<file path="config.mk">
export PLATFORM = sky130hd
export DESIGN_NAME = conv1_maxpool_relu
export DESIGN_NICKNAME = d
export VERILOG_FILES = /design/src/rtl/cnn_pkg.sv /design/src/rtl/maxpool_relu_lane.sv /design/src/rtl/conv1_maxpool_relu.sv
export SDC_FILE = /design/constraint.sdc
export NUM_CORES = 1
export LEC_CHECK = 0
export ABC_AREA = 1
export CAP_MARGIN = 20
export CORE_UTILIZATION = 45
export DETAILED_ROUTE_END_ITERATION = 16
export DONT_BUFFER_PORTS = 1
export GPL_TIMING_DRIVEN = 0
export HOLD_SLACK_MARGIN = 0.15
export MAX_ROUTING_LAYER = met4
export PLACE_DENSITY = 0.67
export SLEW_MARGIN = 20
export SYNTH_ARGS = -nofsm -noshare
export SYNTH_HDL_FRONTEND = slang
export SYNTH_SLANG_ARGS = --single-unit
</file>
<file path="constraint.sdc">
create_clock -name clk -period 4.29 [get_ports clk]
set_clock_uncertainty 0.05 [all_clocks]
set_input_delay 0.858 -clock clk [delete_from_list [all_inputs] [get_ports clk]]
set_output_delay 0.858 -clock clk [all_outputs]
set_load 0.01 [all_outputs]
</file>
<file path="src/rtl/cnn_pkg.sv">
// Shared constants and pixel type for the conv1 -> pool -> conv2 path.
package cnn_pkg;
    localparam int CONV1_OUT_BIT = 12;
    localparam int CONV1_MAP     = 24;
    localparam int POOL1_MAP     = 12;
    localparam int CONV1_CH      = 3;

    typedef logic signed [CONV1_OUT_BIT-1:0] conv1_pix_t;
endpackage

</file>
<file path="src/rtl/maxpool_relu_lane.sv">
// One channel of 2x2 stride-2 max pooling followed by ReLU.
module maxpool_relu_lane
    import cnn_pkg::*;
#(
    parameter int CONV_BIT = CONV1_OUT_BIT,
    parameter int HALF     = POOL1_MAP,
    parameter int IDX_BIT  = 4
) (
    input  logic                       clk,
    input  logic                       rst,
    input  logic                       valid_i,
    input  logic                       col_odd_i,
    input  logic                       row_odd_i,
    input  logic [IDX_BIT-1:0]         idx_i,
    input  logic signed [CONV_BIT-1:0] pix_i,
    output logic signed [CONV_BIT-1:0] pool_o
);
    logic signed [CONV_BIT-1:0] left_q;
    logic signed [CONV_BIT-1:0] pool_q, pool_d;
    logic signed [CONV_BIT-1:0] pair, quad;
    logic signed [CONV_BIT-1:0] half_q [HALF];

    always_comb begin
        pair   = (pix_i > left_q) ? pix_i : left_q;
        quad   = (half_q[idx_i] > pair) ? half_q[idx_i] : pair;
        pool_d = pool_q;
        if (valid_i && col_odd_i && row_odd_i) begin
            pool_d = quad[CONV_BIT-1] ? '0 : quad;
        end
    end

    always_ff @(posedge clk) begin
        if (rst) begin
            left_q <= '0;
            pool_q <= '0;
        end else begin
            if (valid_i && !col_odd_i) begin
                left_q <= pix_i;
            end
            pool_q <= pool_d;
        end
    end

    // Every entry is rewritten in an even row before its odd-row read.
    always_ff @(posedge clk) begin
        if (!rst && valid_i && col_odd_i && !row_odd_i) begin
            half_q[idx_i] <= pair;
        end
    end

    assign pool_o = pool_q;
endmodule

</file>
<file path="src/rtl/conv1_maxpool_relu.sv">
// Raster counters and output strobes shared by three pooling lanes.
module conv1_maxpool_relu
    import cnn_pkg::*;
#(
    parameter int CONV_BIT  = CONV1_OUT_BIT,
    parameter int IN_WIDTH  = CONV1_MAP,
    parameter int IN_HEIGHT = CONV1_MAP,
    parameter int COL_BIT   = 5
) (
    input  logic                       clk,
    input  logic                       rst,
    input  logic                       valid_in,
    input  logic signed [CONV_BIT-1:0] conv_in_1,
    input  logic signed [CONV_BIT-1:0] conv_in_2,
    input  logic signed [CONV_BIT-1:0] conv_in_3,
    output logic signed [CONV_BIT-1:0] pool_out_1,
    output logic signed [CONV_BIT-1:0] pool_out_2,
    output logic signed [CONV_BIT-1:0] pool_out_3,
    output logic                       valid_out_relu,
    output logic                       frame_done
);
    logic [COL_BIT-1:0] col_q, col_d;
    logic [COL_BIT-1:0] row_q, row_d;
    logic               col_last, row_last;
    logic               vout_q, done_q;
    logic signed [CONV_BIT-1:0] pix  [CONV1_CH];
    logic signed [CONV_BIT-1:0] pool [CONV1_CH];

    assign col_last = (col_q == COL_BIT'(IN_WIDTH - 1));
    assign row_last = (row_q == COL_BIT'(IN_HEIGHT - 1));

    always_comb begin
        col_d = col_q;
        row_d = row_q;
        if (valid_in) begin
            if (col_last) begin
                col_d = '0;
                row_d = row_last ? '0 : row_q + COL_BIT'(1);
            end else begin
                col_d = col_q + COL_BIT'(1);
            end
        end
    end

    always_ff @(posedge clk) begin
        if (rst) begin
            col_q  <= '0;
            row_q  <= '0;
            vout_q <= 1'b0;
            done_q <= 1'b0;
        end else begin
            col_q  <= col_d;
            row_q  <= row_d;
            vout_q <= valid_in && col_q[0] && row_q[0];
            done_q <= valid_in && col_last && row_last;
        end
    end

    assign pix[0] = conv_in_1;
    assign pix[1] = conv_in_2;
    assign pix[2] = conv_in_3;

    for (genvar g = 0; g < CONV1_CH; g++) begin : g_lane
        maxpool_relu_lane #(
            .CONV_BIT (CONV_BIT),
            .HALF     (IN_WIDTH / 2),
            .IDX_BIT  (COL_BIT - 1)
        ) u_lane (
            .clk       (clk),
            .rst       (rst),
            .valid_i   (valid_in),
            .col_odd_i (col_q[0]),
            .row_odd_i (row_q[0]),
            .idx_i     (col_q[COL_BIT-1:1]),
            .pix_i     (pix[g]),
            .pool_o    (pool[g])
        );
    end

    assign pool_out_1     = pool[0];
    assign pool_out_2     = pool[1];
    assign pool_out_3     = pool[2];
    assign valid_out_relu = vout_q;
    assign frame_done     = done_q;
endmodule

</file>
Yosys cells after proc, flatten, opt, wreduce, memory -nomap -nowiden. Memory sizes are Yosys's and may differ from the RTL's. A register that Yosys moved wholly into a read port is not among the register bits. Index checks and enable logic that the tools add are counted.

Register bits after elaboration: 84. Memory bits (writable): 432. Bits of input ports: 39. Output and inout bits: 38. Word-level logic and storage cells: 54. Memories: 3.

$add $sub $neg: 2. Magnitude comparators: 6. Eq/ne operators: 2. Mux-type cells: 19. Reductions and logical operators: 12.

Memories: g_lane[0].u_lane.half_q (depth 12, width 12, rd ports 1, clocked after Yosys merged registers in 1, write ports 1, line maxpool_relu_lane.sv:21) `logic signed [CONV_BIT-1:0] half_q [HALF];`; g_lane[1].u_lane.half_q (depth 12, width 12, rd ports 1, clocked after Yosys merged registers in 1, write ports 1, line maxpool_relu_lane.sv:21); g_lane[2].u_lane.half_q (depth 12, width 12, rd ports 1, clocked after Yosys merged registers in 1, write ports 1, line maxpool_relu_lane.sv:21).

Operator list (count): > comparator 12 bit (6); two-way mux 12 bit (6); two-way mux 11 bit (3); two-way mux 4 bit (6); adder 5 x 1 -> 5 bit (second input constant) (2); == test 5 bit (second input constant) (2); two-way mux 5 bit (2); logical AND 1 bit (8); logical NOT 1 bit (3); two-way mux 1 bit (2); AND reduction 2 bit (1).

Longest topological paths before layout.
Depth after elaboration: 6. Depth in mapped cells: 32. Mapped depth without buffers: 30.

Hierarchy. Synthesis repeated with hierarchy kept, for this count alone.

Cell total of the unflattened synthesis: 1945. Area total of the unflattened synthesis: 22551.6 µm².

By module, submodules not included: maxpool_relu_lane (g_lane[1].u_lane ...) (times used 2, cells each 623, area an instance 7324.5 µm², seq. area each 4784.6 µm²); maxpool_relu_lane (g_lane[0].u_lane) (times used 1, cells each 623, area an instance 7344.5 µm², seq. area each 4784.6 µm²); conv1_maxpool_relu (times used 1, cells each 76, area an instance 558.0 µm², seq. area each 240.2 µm²).

Worst setup path after synthesis. No wires, ideal clock.

Kind: input-to-reg. From: input port conv_in_3[11]. To: register g_lane[2].u_lane.pool_q[0]. Library setup time: 0.132 ns. Data arrival time: 4.156 ns. Required time: 4.108 ns. Setup slack: -0.048 ns. Cell stages on the path: 23. Path buffers: 2. Cells stage by stage: ha_1 -> a21o_1 -> nor2_1 -> nand4_1 -> nand3_2 -> clkbuf_1 -> inv_1 -> o21ai_0 -> inv_1 -> ha_1 -> a21oi_1 -> o21ai_0 -> nand3_1 -> nand2_1 -> inv_2 -> nand2_2 -> nand2_2 -> nand3_2 -> buf_4 -> nand2_1 -> nand2_1 -> nand3_1 -> a21oi_1.

Word-level cells in the longest chain between the ends: 5.

RTL lines: start: declaration (line conv1_maxpool_relu.sv:15) `input logic signed [CONV_BIT-1:0] conv_in_3,`; > comparator 12 bit (line maxpool_relu_lane.sv:24) `pair = (pix_i > left_q) ? pix_i : left_q;`; two-way mux 12 bit (line maxpool_relu_lane.sv:24); named net g_lane[2].u_lane.pair[1] (line maxpool_relu_lane.sv:20) `logic signed [CONV_BIT-1:0] pair, quad;`; > comparator 12 bit (line maxpool_relu_lane.sv:25) `quad = (half_q[idx_i] > pair) ? half_q[idx_i] : pair;`; two-way mux 12 bit (line maxpool_relu_lane.sv:25); two-way mux 11 bit (line maxpool_relu_lane.sv:28) `pool_d = quad[CONV_BIT-1] ? '0 : quad;`; end signal: assignment (line maxpool_relu_lane.sv:40) `pool_q <= pool_d;`; end: declaration (line maxpool_relu_lane.sv:19) `logic signed [CONV_BIT-1:0] pool_q, pool_d;`.

The timed path passes the listed nets, and every way through them passes these cells. A chain may end at the register's enable or synchronous reset.

==> out/metrics.cfg <==
[outcome]
status=finished, final reports clean

[setup_path]
cp-start-kind=register
crit_slowest_cell=o21ai_0
critPathMaxFanout=28
rrSetupSlack_ps=300
crit_chain=buf_12, buf_6, buf_6, buf_2, a21oi_1, o21ai_0, a31oi_1, o21ai_0, ha_1, nand3_1, nor2_1, nand2_1, nor2_1, nand3_1, nand2_1, inv_2, nand3_2, nand3_2, nand2_1, nand2_2, buf_6, nand3_1, a21oi_1
slowest_delay_ps=540
path_class=register to register
arrival_ps=4470
reg2regPathDepth=23
critPathCaptureType=register
cp.required_ps=4780

[timing]
setup_slack_ps=305
max_freq_mhz=251
slew_headroom_pct=45.3
slew_violations=0
rsz0062_at_grt=yes
post-route-min-period_ps=3990
setup_violations=0
tightest_slew_ps=820
period_share_pct=92.9
report.final.hold_viol_count=0

[logic_synthesis]
syn_avg_cell_area_sq_um=10.9
yosysUniqueCellTypes=38
ys_seq_area_share_pct=62.0
synth_compound_area_share_pct=11.0
synth_top_area_cell=edfxtp_1
synth_area_sq_um=23700
synth_xor_area_share_pct=0.0741
synth_top_family_by_area=simple AND/OR/NAND/NOR gates
synth_cells=2168
yosys_warnings=0
synthAdderAreaFrac_pct=3.44
ys_ff_latch=517
yosysTopAreaCellShare_pct=54.8
synth.area.top_cells=edfxtp_1, dfxtp_1, nand2_1
yosys.area_share.simple_pct=11.9
synth_mux_area_share_pct=4.58

[layout]
final.fill_count=4396
synthToLayoutAreaGrowth_pct=15.2
final_util_pct=52.8
drive_gt1_share_pct=14.9
finalNetCount=2361
antenna_cells=0

[clock_tree]
cts_made_buffers=52
clockBufferDepth=3
cts_tree=yes
cts_root_buffer=clkbuf_16
hold_buffers=0
clock_latency_ps=620
cts_sinks=517
clk_pin_slew_ps=70
htreeDepth=2

[global_route]
grt_antenna_before_repair=1
grt.total_usage_pct=25.6
grt_pass1_wl_mm=98.0
grt_pass1_vias=15900
grt-ovfl-total=0
grt_max_degree=22

[pwr]
power_switching_w=0.00345
internal-power_w=0.00893
power_per_cell_area_nw_per_um2=454
vdd_drop_max_mv=0.359
p_clk_share_pct=36.4
switching_share_pct=27.9
power_frac_seq_pct=46.3
total_leakage_power_nw=10.4
p_comb_share_pct=17.3

[placement]
io_buffers=0
dp_hpwl_mm=47.1
pre_cts_slack_ps=-1190
gp_congestion=0.905

[floorplan]
core_area_sq_um=51600
die_area_sq_um=53500
chipWidth_microns=231
rows=83
initial_core_util_pct=45.8
ioPinCount=77
die_y_microns=231

[route]
drtPass1Iterations=5
drt-vias-per-instance=5.58
post_drt_wl_per_cell_microns=22.3
num_vias=16600
drt.antenna.violating_nets=0
drc_errors=0
wl_mm=66.4
first_iter_violations=1577

[run]
maxCapViolations=0

[min_path]
min_path_type=input pin to register
hold_path_depth=2

[cells by family (layout without fill, tap and decap cells)]
kind of cell	count (synthesis)	after routing
AO/OA/AOI/OAI	494	494
flip-flops	517	517
AND/OR/NAND/NOR	601	601
multiplexers	106	106
buffers and inverters	382	511
XOR/XNOR	2	2
adder cells (fa/ha/maj)	65	65
other	1	3
[per-stage QoR]
| stage | cell area [sq um] | hold WS (ps) | std cells | setup TNS (ps) | power [W] |
|---|---|---|---|---|---|
| after floorplan | 23700 | 391 | 2170 | 0 | 0.00721 |
| after global placement | 24500 | 399 | 2850 | -417720 | 0.00774 |
| after detailed placement | 25200 | 412 | 2874 | -34400 | 0.00782 |
| after CTS | 27000 | 289 | 2969 | 0 | 0.0123 |
| after global routing | 27300 | 327 | 2979 | -30.4 | 0.0128 |
| final | 27300 | 315 | 2979 | 0 | 0.0124 |
[state kept, by name (all words and copies together) (netlist names), named ones only]
signal                flops
g_lane.u_lane.pool_o     33
row_q                     5
col_q                     5
g_lane.u_lane.half_q    432
frame_done                1
valid_out_relu            1
g_lane.u_lane.left_q     36
[what timing repair did]
action / in CTS / in global routing
gates resized for setup: 70 / 43
hold endpoints to repair: 0 / 0
setup endpoints to repair: 33 / 33
setup buffers: 3 / 12
gates cloned: 0 / 1
pin swaps: 3 / 2
[worst paths after layout]
check / end / startpoint
worst max-delay path: g_lane[1].u_lane.pool_o[10] / register
worst min-delay path: g_lane[2].u_lane.left_q[7] / conv_in_3[7]
worst max register to register: g_lane[1].u_lane.pool_o[10] / register
worst min register to register: g_lane[0].u_lane.left_q[3] / g_lane[0].u_lane.left_q[3]
[power groups by stage]
| stage | sequential, W | combinational [W] | clock (W) |
|---|---|---|---|
| after floorplan | 0.00583 | 0.00138 | 0 |
| after global placement | 0.00584 | 0.00190 | 0 |
| after detailed placement | 0.00584 | 0.00198 | 0 |
| after CTS | 0.00573 | 0.00203 | 0.00455 |
| after global routing | 0.00574 | 0.00234 | 0.00472 |
| final | 0.00573 | 0.00214 | 0.00451 |
[layout make-up]
class	instances	area, sq um	share of cell area [%]
Inverter	267	1020	3.74
Clock inverter	22	156	0.574
Timing Repair Buffer	39	691	2.53
Sequential cell	517	14700	53.8
Buffer	108	684	2.51
Timing Repair inverter	1	5.00	0.0184
Clock buffer	74	1540	5.65
Tap cell	680	851	3.12
Multi-Input combinational cell	1271	7640	28.0
[critical path: cells and delay by family, from the launching register on]
family          cells  cell delay (ps)
buf+inv             6             1090
compound gates      5             1070
simple gates       11              920
flops               1              390
fa+ha+maj           1              350
[metal layers]
metal,vias up,wire [microns],GRT usage [%],share of wire (%)
met2,720,31100,40.2,47
met3,117,6210,5.01,9.3
li1,7791,-,-,-
met4,0,2110,9.15,3.2
met1,7980,27000,33.0,41
met5,-,0,-,0
[synth_stat cells, drive strengths merged]
| cell | n |
|---|---|
| edfxtp | 432 |
| nand2 | 341 |
| inv | 265 |
| o21ai | 234 |
| a21oi | 202 |
| nand3 | 114 |
| mux2i | 88 |
| dfxtp | 85 |
| buf | 71 |
| ha | 65 |
| nor2 | 65 |
| nand4 | 50 |
| clkbuf | 44 |
| or2 | 21 |
| o211ai | 20 |
| a31oi | 19 |
| mux2 | 18 |
| a211oi | 16 |
| nor3 | 7 |
| a21o | 3 |
| clkinv | 2 |
| nand3b | 2 |
| xor2 | 2 |
| conb | 1 |
| nor4 | 1 |
[placed cells by master (no fill, tap or decap), types with 6 or more instances in the layout]
cell type	instances
nand2_1	315
nor2_4	17
o21ai_4	6
nor3_1	7
nand3_1	88
clkbuf_8	7
edfxtp_1	432
mux2_2	16
clkbuf_1	37
clkinv_1	9
a211oi_1	16
o21ai_0	161
a21oi_1	198
buf_2	24
buf_16	17
dfxtp_1	85
nand4_1	49
o21ai_2	10
mux2i_1	88
nand2_2	26
nand3_2	23
o211ai_1	20
clkbuf_16	56
nor2_1	45
inv_1	255
buf_4	37
or2_2	21
ha_1	62
a31oi_1	18
clkinv_2	7
clkbuf_2	15
buf_6	17
o21ai_1	57
Power figures use the tool's default switching activity.
